--- config.mk ---
export PLATFORM = sky130hd
export DESIGN_NAME = wave_synth_high_flat
export DESIGN_NICKNAME = d
export VERILOG_FILES = /design/src/rtl/wave_synth_high_pkg.sv /design/src/rtl/wave_synth_high_if.sv /design/src/rtl/wave_synth_high_tri_stepper.sv /design/src/rtl/wave_synth_high.sv /design/src/flat_wrapper.sv
export SDC_FILE = /design/constraint.sdc
export NUM_CORES = 1
export LEC_CHECK = 0
export ABC_CLOCK_PERIOD_IN_PS = 15500
export BUFFER_PORTS_ARGS = -buffer_cell sky130_fd_sc_hd__buf_2
export CAP_MARGIN = 20
export CORE_MARGIN = 10
export CORE_UTILIZATION = 60
export CTS_BUF_LIST = sky130_fd_sc_hd__clkbuf_8
export CTS_CLUSTER_DIAMETER = 200
export DETAILED_ROUTE_END_ITERATION = 7
export HOLD_SLACK_MARGIN = 0.03
export MAX_ROUTING_LAYER = met4
export PLACE_DENSITY = 0.78
export SLEW_MARGIN = 10
export SYNTH_ARGS = -nofsm -noshare
export SYNTH_HDL_FRONTEND = slang
export SYNTH_SLANG_ARGS = --single-unit
export TNS_END_PERCENT = 10
--- constraint.sdc ---
create_clock -name clk -period 15.5 [get_ports clk]
set_input_delay 3.1 -clock clk [delete_from_list [all_inputs] [get_ports clk]]
set_output_delay 3.1 -clock clk [all_outputs]
set_load 0.03 [all_outputs]
--- src/rtl/wave_synth_high_pkg.sv ---
// wave_synth_high_pkg: shared types and helpers for the test-tone synthesizer.
//   shape_t  - waveform select (00 OFF, 01 SQUARE, 10 TRIANGLE, 11 reserved = OFF)
//   state_t  - phase FSM states
//   cfg_t    - one complete tone setting {half_prd, amp, shape}
//   lvl_hi / lvl_lo - waveform extremes around a midline; HI-LO == amp exactly
package wave_synth_high_pkg;

    localparam int MIDLINE_DEF = 567;
    localparam int HP_MIN_DEF  = 4096;

    typedef enum logic [1:0] {
        SH_OFF      = 2'b00,
        SH_SQUARE   = 2'b01,
        SH_TRIANGLE = 2'b10,
        SH_RSVD     = 2'b11
    } shape_t;

    typedef enum logic [1:0] {IDLE, PH_HI, PH_LO} state_t;

    typedef struct packed {
        logic [31:0] half_prd;
        logic [11:0] amp;
        shape_t      shape;
    } cfg_t;

    function automatic logic shape_on(input shape_t s);
        return (s == SH_SQUARE) || (s == SH_TRIANGLE);
    endfunction

    // HI = mid + amp/2 ; odd amplitudes put the extra LSB below the midline
    function automatic logic signed [15:0] lvl_hi(input logic [11:0] amp, input int mid);
        logic signed [16:0] v;
        v = 17'(mid) + $signed({6'b0, amp[11:1]});
        return v[15:0];
    endfunction

    function automatic logic signed [15:0] lvl_lo(input logic [11:0] amp, input int mid);
        logic signed [16:0] v;
        v = 17'(mid) - $signed({5'b0, amp - {1'b0, amp[11:1]}});
        return v[15:0];
    endfunction

endpackage

--- src/rtl/wave_synth_high_if.sv ---
// wave_synth_high_if: config handshake, sample strobe and sample output bus.
//   master - the side that strobes samples and offers config (sequencer / bench)
//   slave  - the synthesizer
interface wave_synth_high_if;
    logic               smpl_en;
    logic               cfg_vld;
    logic               cfg_rdy;
    logic [31:0]        cfg_half_prd;
    logic [11:0]        cfg_amp;
    logic [1:0]         cfg_shape;
    logic signed [15:0] lft_out;
    logic signed [15:0] rght_out;
    logic               out_vld;
    logic               busy;

    modport master (
        output smpl_en, cfg_vld, cfg_half_prd, cfg_amp, cfg_shape,
        input  cfg_rdy, lft_out, rght_out, out_vld, busy
    );

    modport slave (
        input  smpl_en, cfg_vld, cfg_half_prd, cfg_amp, cfg_shape,
        output cfg_rdy, lft_out, rght_out, out_vld, busy
    );
endinterface

--- src/rtl/wave_synth_high_tri_stepper.sv ---
// wave_synth_high_tri_stepper: Bresenham ramp generator for the triangle shape.
//   amp, half_prd - slope: amp steps of 1 spread evenly over half_prd strobes
//   dir           - 1 ramps up (PH_HI), 0 ramps down (PH_LO)
//   step_en       - advance one sample
//   load/load_lvl - restart at load_lvl with zero error (period start)
//   level_nxt     - level after this strobe's step, used as the sample value
module wave_synth_high_tri_stepper
#(
    parameter int MIDLINE = 567
)(
    input  logic               clk,
    input  logic               rst,
    input  logic [11:0]        amp,
    input  logic [31:0]        half_prd,
    input  logic               dir,
    input  logic               step_en,
    input  logic               load,
    input  logic signed [15:0] load_lvl,
    output logic signed [15:0] level_nxt
);

    logic signed [15:0] level_q;
    logic [31:0]        err_q, err_nxt;
    logic [32:0]        sum;

    // amp < half_prd is guaranteed, so at most one step per strobe
    always_comb begin
        sum       = {1'b0, err_q} + {21'b0, amp};
        err_nxt   = sum[31:0];
        level_nxt = level_q;
        if (sum >= {1'b0, half_prd}) begin
            err_nxt   = sum[31:0] - half_prd;
            level_nxt = dir ? level_q + 16'sd1 : level_q - 16'sd1;
        end
    end

    // load wins over step: the apply strobe still emits the old ramp's last sample
    always_ff @(posedge clk or posedge rst) begin
        if (rst) begin
            level_q <= 16'(MIDLINE);
            err_q   <= '0;
        end else if (load) begin
            level_q <= load_lvl;
            err_q   <= '0;
        end else if (step_en) begin
            level_q <= level_nxt;
            err_q   <= err_nxt;
        end
    end

endmodule

--- src/rtl/wave_synth_high.sv ---
// wave_synth_high: square/triangle test-tone synthesizer around a fixed midline.
//   clk, rst - clock, asynchronous active-high reset
//   bus      - wave_synth_high_if.slave: smpl_en strobe, cfg valid/ready with
//              half_prd/amp/shape, registered lft/rght samples, out_vld, busy
// New settings offered while running wait in a pending register and take
// effect only at a period start, so a period is never cut short.
module wave_synth_high
    import wave_synth_high_pkg::*;
#(
    parameter int MIDLINE = MIDLINE_DEF,
    parameter int HP_MIN  = HP_MIN_DEF
)(
    input  logic              clk,
    input  logic              rst,
    wave_synth_high_if.slave  bus
);

    state_t             state;
    logic [31:0]        cnt;
    cfg_t               act, pend, cfg_in;
    logic               pend_vld, cfg_rdy_q, busy_q, out_vld_q;
    logic signed [15:0] out_q, smp_val, lvl_nxt, ld_lvl;
    logic               accept, ph_end, start, apply, ld, step;

    always_comb begin
        cfg_in.half_prd = (bus.cfg_half_prd < 32'(HP_MIN)) ? 32'(HP_MIN) : bus.cfg_half_prd;
        cfg_in.amp      = bus.cfg_amp;
        cfg_in.shape    = shape_t'(bus.cfg_shape);
    end

    assign accept = bus.cfg_vld & cfg_rdy_q;
    assign ph_end = bus.smpl_en & (state != IDLE) & (cnt == act.half_prd - 32'd1);
    assign start  = (state == IDLE) & accept & shape_on(cfg_in.shape);
    assign apply  = ph_end & (state == PH_LO) & pend_vld;
    assign ld     = start | (apply & shape_on(pend.shape));
    assign ld_lvl = lvl_lo(start ? cfg_in.amp : pend.amp, MIDLINE);
    assign step   = bus.smpl_en & (state != IDLE) & (act.shape == SH_TRIANGLE);

    wave_synth_high_tri_stepper #(.MIDLINE(MIDLINE)) u_tri (
        .clk       (clk),
        .rst       (rst),
        .amp       (act.amp),
        .half_prd  (act.half_prd),
        .dir       (state == PH_HI),
        .step_en   (step),
        .load      (ld),
        .load_lvl  (ld_lvl),
        .level_nxt (lvl_nxt)
    );

    always_comb begin
        smp_val = 16'(MIDLINE);
        if (state != IDLE) begin
            if (act.shape == SH_TRIANGLE) smp_val = lvl_nxt;
            else if (state == PH_HI)      smp_val = lvl_hi(act.amp, MIDLINE);
            else                          smp_val = lvl_lo(act.amp, MIDLINE);
        end
    end

    always_ff @(posedge clk or posedge rst) begin
        if (rst) begin
            state     <= IDLE;
            cnt       <= '0;
            act       <= '0;
            pend      <= '0;
            pend_vld  <= 1'b0;
            cfg_rdy_q <= 1'b1;
            busy_q    <= 1'b0;
            out_q     <= 16'(MIDLINE);
            out_vld_q <= 1'b0;
        end else begin
            out_vld_q <= bus.smpl_en;
            if (bus.smpl_en) out_q <= smp_val;

            case (state)
                IDLE: begin
                    cnt <= '0;
                    if (start) begin
                        act    <= cfg_in;
                        state  <= PH_HI;
                        busy_q <= 1'b1;
                    end
                end
                PH_HI, PH_LO: begin
                    if (ph_end) begin
                        cnt <= '0;
                        if (state == PH_HI) begin
                            state <= PH_LO;
                        end else if (pend_vld) begin
                            act       <= pend;
                            pend_vld  <= 1'b0;
                            cfg_rdy_q <= 1'b1;
                            state     <= shape_on(pend.shape) ? PH_HI : IDLE;
                            busy_q    <= shape_on(pend.shape);
                        end else begin
                            state <= PH_HI;
                        end
                    end else if (bus.smpl_en) begin
                        cnt <= cnt + 32'd1;
                    end
                    // cfg_rdy_q is low whenever pend_vld is set, so this never races apply
                    if (accept) begin
                        pend      <= cfg_in;
                        pend_vld  <= 1'b1;
                        cfg_rdy_q <= 1'b0;
                    end
                end
                default: state <= IDLE;
            endcase
        end
    end

    assign bus.lft_out  = out_q;
    assign bus.rght_out = out_q;
    assign bus.out_vld  = out_vld_q;
    assign bus.cfg_rdy  = cfg_rdy_q;
    assign bus.busy     = busy_q;

endmodule
--- src/flat_wrapper.sv ---
// flat-port wrapper written by rule: the top's interface ports become plain ports
module wave_synth_high_flat import wave_synth_high_pkg::*;
#(
    parameter int MIDLINE = MIDLINE_DEF,
    parameter int HP_MIN  = HP_MIN_DEF
)
  (clk, rst, bus_smpl_en, bus_cfg_vld, bus_cfg_half_prd, bus_cfg_amp, bus_cfg_shape, bus_cfg_rdy, bus_lft_out, bus_rght_out, bus_out_vld, bus_busy);
  wave_synth_high_if bus_i ();
  input  logic clk;
  input  logic rst;
  input wire logic [$bits(bus_i.smpl_en)-1:0] bus_smpl_en;
  input wire logic [$bits(bus_i.cfg_vld)-1:0] bus_cfg_vld;
  input wire logic [$bits(bus_i.cfg_half_prd)-1:0] bus_cfg_half_prd;
  input wire logic [$bits(bus_i.cfg_amp)-1:0] bus_cfg_amp;
  input wire logic [$bits(bus_i.cfg_shape)-1:0] bus_cfg_shape;
  output wire logic [$bits(bus_i.cfg_rdy)-1:0] bus_cfg_rdy;
  output wire logic [$bits(bus_i.lft_out)-1:0] bus_lft_out;
  output wire logic [$bits(bus_i.rght_out)-1:0] bus_rght_out;
  output wire logic [$bits(bus_i.out_vld)-1:0] bus_out_vld;
  output wire logic [$bits(bus_i.busy)-1:0] bus_busy;
  assign bus_i.smpl_en = bus_smpl_en;
  assign bus_i.cfg_vld = bus_cfg_vld;
  assign bus_i.cfg_half_prd = bus_cfg_half_prd;
  assign bus_i.cfg_amp = bus_cfg_amp;
  assign bus_i.cfg_shape = bus_cfg_shape;
  assign bus_cfg_rdy = bus_i.cfg_rdy;
  assign bus_lft_out = bus_i.lft_out;
  assign bus_rght_out = bus_i.rght_out;
  assign bus_out_vld = bus_i.out_vld;
  assign bus_busy = bus_i.busy;
  wave_synth_high #(.MIDLINE(MIDLINE), .HP_MIN(HP_MIN)) u_core (.clk(clk), .rst(rst), .bus(bus_i));
endmodule
==> impl_summary.log <==
[metrics] worst-path fanout max: 14
[metrics] total of flip-flops plus latches after synthesis: 194
[metrics] RSZ-0062 raised after global routing: false
[metrics] Power Internal: 961.5 µW
[metrics] Achievable Freq: 0.1419 GHz
[metrics] slowest cell delay on critical path: 750 ps
[metrics] met3 WL post-DR: around 4.3 mm
[metrics] count of flip-flops with a built-in enable after synthesis: 0
[metrics] Worst-Skew Late Latency: approximately 530 ps
[metrics] area fraction of the dominant cell type after synthesis: around 28%
[metrics] P per Cell Area: 94.74 mW/mm²
[metrics] number of buffers added by the clock tree synthesis step: 17
[metrics] crit path capture type: flop
[metrics] WHS Path Cells: 2
[metrics] maximum number of pins on one net before global-route repair: 118
[metrics] wire length per cell after detailed routing: 21.52 µm
[metrics] weighted congestion at the end of routability-driven global placement: 0.9952
[metrics] Post-Route WL: 48.11 mm
[metrics] die height: between 150 and 200 µm
[metrics] Post-Synthesis Cell Area: 0.01621 mm²
[metrics] top cell types by occurrence after synthesis: sky130_fd_sc_hd__dfrtp_1, sky130_fd_sc_hd__nand2_1, sky130_fd_sc_hd__nor2_1
[metrics] critical path type: in -> reg
[metrics] cell at the root of the clock tree: sky130_fd_sc_hd__clkbuf_8
[metrics] initial DRC count: 1583
[metrics] depth of the most critical reg-to-reg path: 20
[metrics] via count of the first global-routing pass: about 14000
[metrics] area delta synth->final: 6.528%
[metrics] H-tree level count: 4
[metrics] worst voltage drop across the vdd grid: 81.51 µV
[metrics] number of remaining DRC errors: 0
[metrics] distinct cell type count after synthesis: 87
[metrics] initial antenna violation count: 1
[metrics] post-detailed-route via-to-cell ratio: 6.560
[metrics] net count after synthesis: 2022
[metrics] global-route wire length before repair: 76.78 mm
[metrics] WP data required: between 15000 and 20000 ps
[metrics] Max Root-Sink Buffers: 2
[metrics] fin crit share: 45.45%
[metrics] startpoint class of the critical path: input pin
[metrics] Die Outline Area: around 0.034 mm²
[metrics] setup fix buffers added after clock tree synthesis: 0
[metrics] final cell utilization of the core: around 64%
[metrics] clock-pin slew on the worst setup and hold paths: approximately 140 ps
[metrics] switching share of power: 41.25%
[metrics] sequential group share of total power: 35.7%
[metrics] hold bufs inserted after CTS: 0
[metrics] Pleak: around 7.9 nW
[metrics] residual antenna-violating net count after detailed routing: 0
[metrics] number of pins exceeding their max-slew limit in the final report: 0
[metrics] horizontal extent of the die: ~180 µm
[metrics] net count reported at finish: 2037
[metrics] r2r setup slk: 9030 ps
[metrics] average footprint of a synthesized cell: 8.689 µm²
[metrics] floorplan core area: 0.02680 mm²
[metrics] router iterations before antenna repair: 5
[metrics] Post-CTS Resized: 0
[metrics] Sinks on Clock Net: 194
[metrics] Slowest cell on crit path: sky130_fd_sc_hd__and4_1
[metrics] via count: 14670
[metrics] GRT overflow: 0
[metrics] CTS tree: done
[metrics] placed wire-length estimate: 35.05 mm
[metrics] Port Buf Inserts: between 80 and 90
[metrics] highest routing layer actually used: met4
[metrics] classification of the worst-slack hold path: reg -> reg
[metrics] final instance count without filler cells: 2236
[metrics] max_cap viols: 0
[metrics] Arr. time, crit path: 7450 ps
[metrics] sequential cell area: a little under 0.005 mm²
[metrics] number of setup violations in the final report: 0
[metrics] final-layout fill cell count: 2193
[metrics] initial cell density of the core: 60.50%
[metrics] wire length the detailed router placed on met1: about 21 mm
[metrics] library cell occupying the most area in the post-synthesis netlist: sky130_fd_sc_hd__dfrtp_1
[metrics] worst slew margin relative to its limit: 30.53%
[metrics] area occupied by multi-input gates: roughly 0.011 mm²
[metrics] Cells after Synth: between 1500 and 2000
[metrics] warnings from Yosys: 0
[metrics] total net switching power: about 680 µW
[metrics] ys async rst share: 100.0%
[metrics] Overall Global Routing Usage: 29.14%
[metrics] clock group share of total power: a little under a quarter
[metrics] Setup TNS Final: 0 ps
[metrics] num rows: 60
[metrics] Final min period: approximately 7000 ps
[metrics] sequential element share of the synthesized area: ~30%
[metrics] CP cell instances: buf_2 > xor2_1 > and4_1 > mux2_2 > ha_1 > inv_1 > fa_1 > a21o_1 > a211o_1 > a2111oi_0 > nor3_1 > xnor2_1 > o41ai_1 > and3_1 > mux2i_1
[metrics] portion of total power attributed to combinational logic: 40.9%
[metrics] Cell Count Post-Placement: 2200
[metrics] largest cells by area after synthesis: sky130_fd_sc_hd__dfrtp_1, sky130_fd_sc_hd__ha_1, sky130_fd_sc_hd__xnor2_1, sky130_fd_sc_hd__mux2i_1, sky130_fd_sc_hd__xor2_1
[metrics] number of hold violations in the final report: 0
[metrics] slew of the pin with the lowest slew margin: 1041 ps
[metrics] run status: complete, no violations
[metrics] Ports: 85
[metrics] cell with the most instances after synthesis: sky130_fd_sc_hd__dfrtp_1
[metrics] worst clock skew on the final layout: 26.06 ps
[metrics] Routed met2 length: 21.43 mm
[metrics] Main synth FF type: sky130_fd_sc_hd__dfrtp_1
[metrics] share of cells above drive strength 1: 12.83%
[layout make-up]
type / count / share of cell area [%]
antenna: 1 / 0.01449
multi-input combinational: 1471 / 60.98
timing repair buffer: 107 / 3.694
inverter: 90 / 1.999
clock inverter: 15 / 1.289
sequential: 194 / 28.20
tap: 341 / 2.470
clock buffer: 17 / 1.355
[cell usage in the layout, fill, tap and decap left out, drive strengths merged, types with 15 or more instances in the layout]
cell and instances:
a211oi 39, a21o 34, a21oi 93, a221o 23, a2bb2oi 20, a31oi 16
and3 21, buf 106, clkbuf 17, dfrtp 181, ha 101, inv 98
mux2 38, mux2i 83, nand2 152, nand2b 16, nand3 78, nand4 32
nor2 133, nor2b 15, nor3 49, nor4 26, o211ai 15, o21ai 85
o21bai 15, o31ai 32, or2 24, xnor2 113, xor2 67
[registers in the layout (all words and copies together) (netlist names), named ones only]
signal	count
u_core.state	2
u_core.bus.busy	1
u_core.cnt	32
u_core.bus.lft_out	16
u_core.u_tri.err_q	32
u_core.act	46
u_core.u_tri.level_q	10
u_core.pend_vld	1
u_core.bus.out_vld	1
u_core.bus.cfg_rdy	1
u_core.pend	46
[final timing paths]
path | startpoint | end
max in group asynchronous | rst | u_core.act[21]
hold reg to reg | u_core.pend[19] | u_core.pend[19]
setup / recovery | bus_cfg_shape[0] | u_core.u_tri.level_q[15]
min in group asynchronous | rst | u_core.cnt[29]
hold / removal | u_core.pend[19] | u_core.pend[19]
setup reg to reg | u_core.act[2] | u_core.bus.lft_out[5]
[layer usage]
layer	vias to the layer above	global-route usage [%]
li1	6828	-
met1	7135	38.74
met2	627	42.90
met3	79	6.399
met4	0	10.32
met5	-	-
[per-stage QoR]
stage / hold slack, ps / instance area [µm²] / total power [mW] / setup slack, ps
final: 498.3 / 17270 / 1.636 / 8454
after global routing: 516.0 / 17270 / 1.737 / 8173
after CTS: 498.2 / 17210 / 1.624 / 8500
after detailed placement: 471.1 / 16750 / 1.244 / 7929
after global placement: 462.0 / 16740 / 1.231 / 8100
after floorplan: 449.9 / 16210 / 1.109 / 7138
[critical path: cells and delay by family]
family,cells,cell delay (ps)
AO/OA/AOI/OAI,4,1480
AND/OR/NAND/NOR,3,1270
adder cells (fa/ha/maj),2,590
multiplexers,2,460
XOR/XNOR,2,380
buffers and inverters,2,180
[power groups by stage]
stage	logic (mW)	clock network (mW)	registers (mW)
floorplan	0.527	0	0.582
global route	0.745	0.403	0.589
global placement	0.640	0	0.590
finish	0.669	0.383	0.585
detailed placement	0.653	0	0.592
CTS	0.657	0.384	0.583
[cell families after synthesis]
| family | count (synthesis) | synth area share (%) |
|---|---|---|
| muxes | 121 | 7.763 |
| and+or+nand+nor | 598 | 18.61 |
| xor gates and xnor gates | 180 | 9.723 |
| buffers and inverters | 201 | 5.340 |
| AOI/OAI and AO/OA | 466 | 20.11 |
| adders and majority gates | 106 | 8.411 |
| DFF | 194 | 30.04 |
Note: power is estimated with default switching activity, not from simulation.
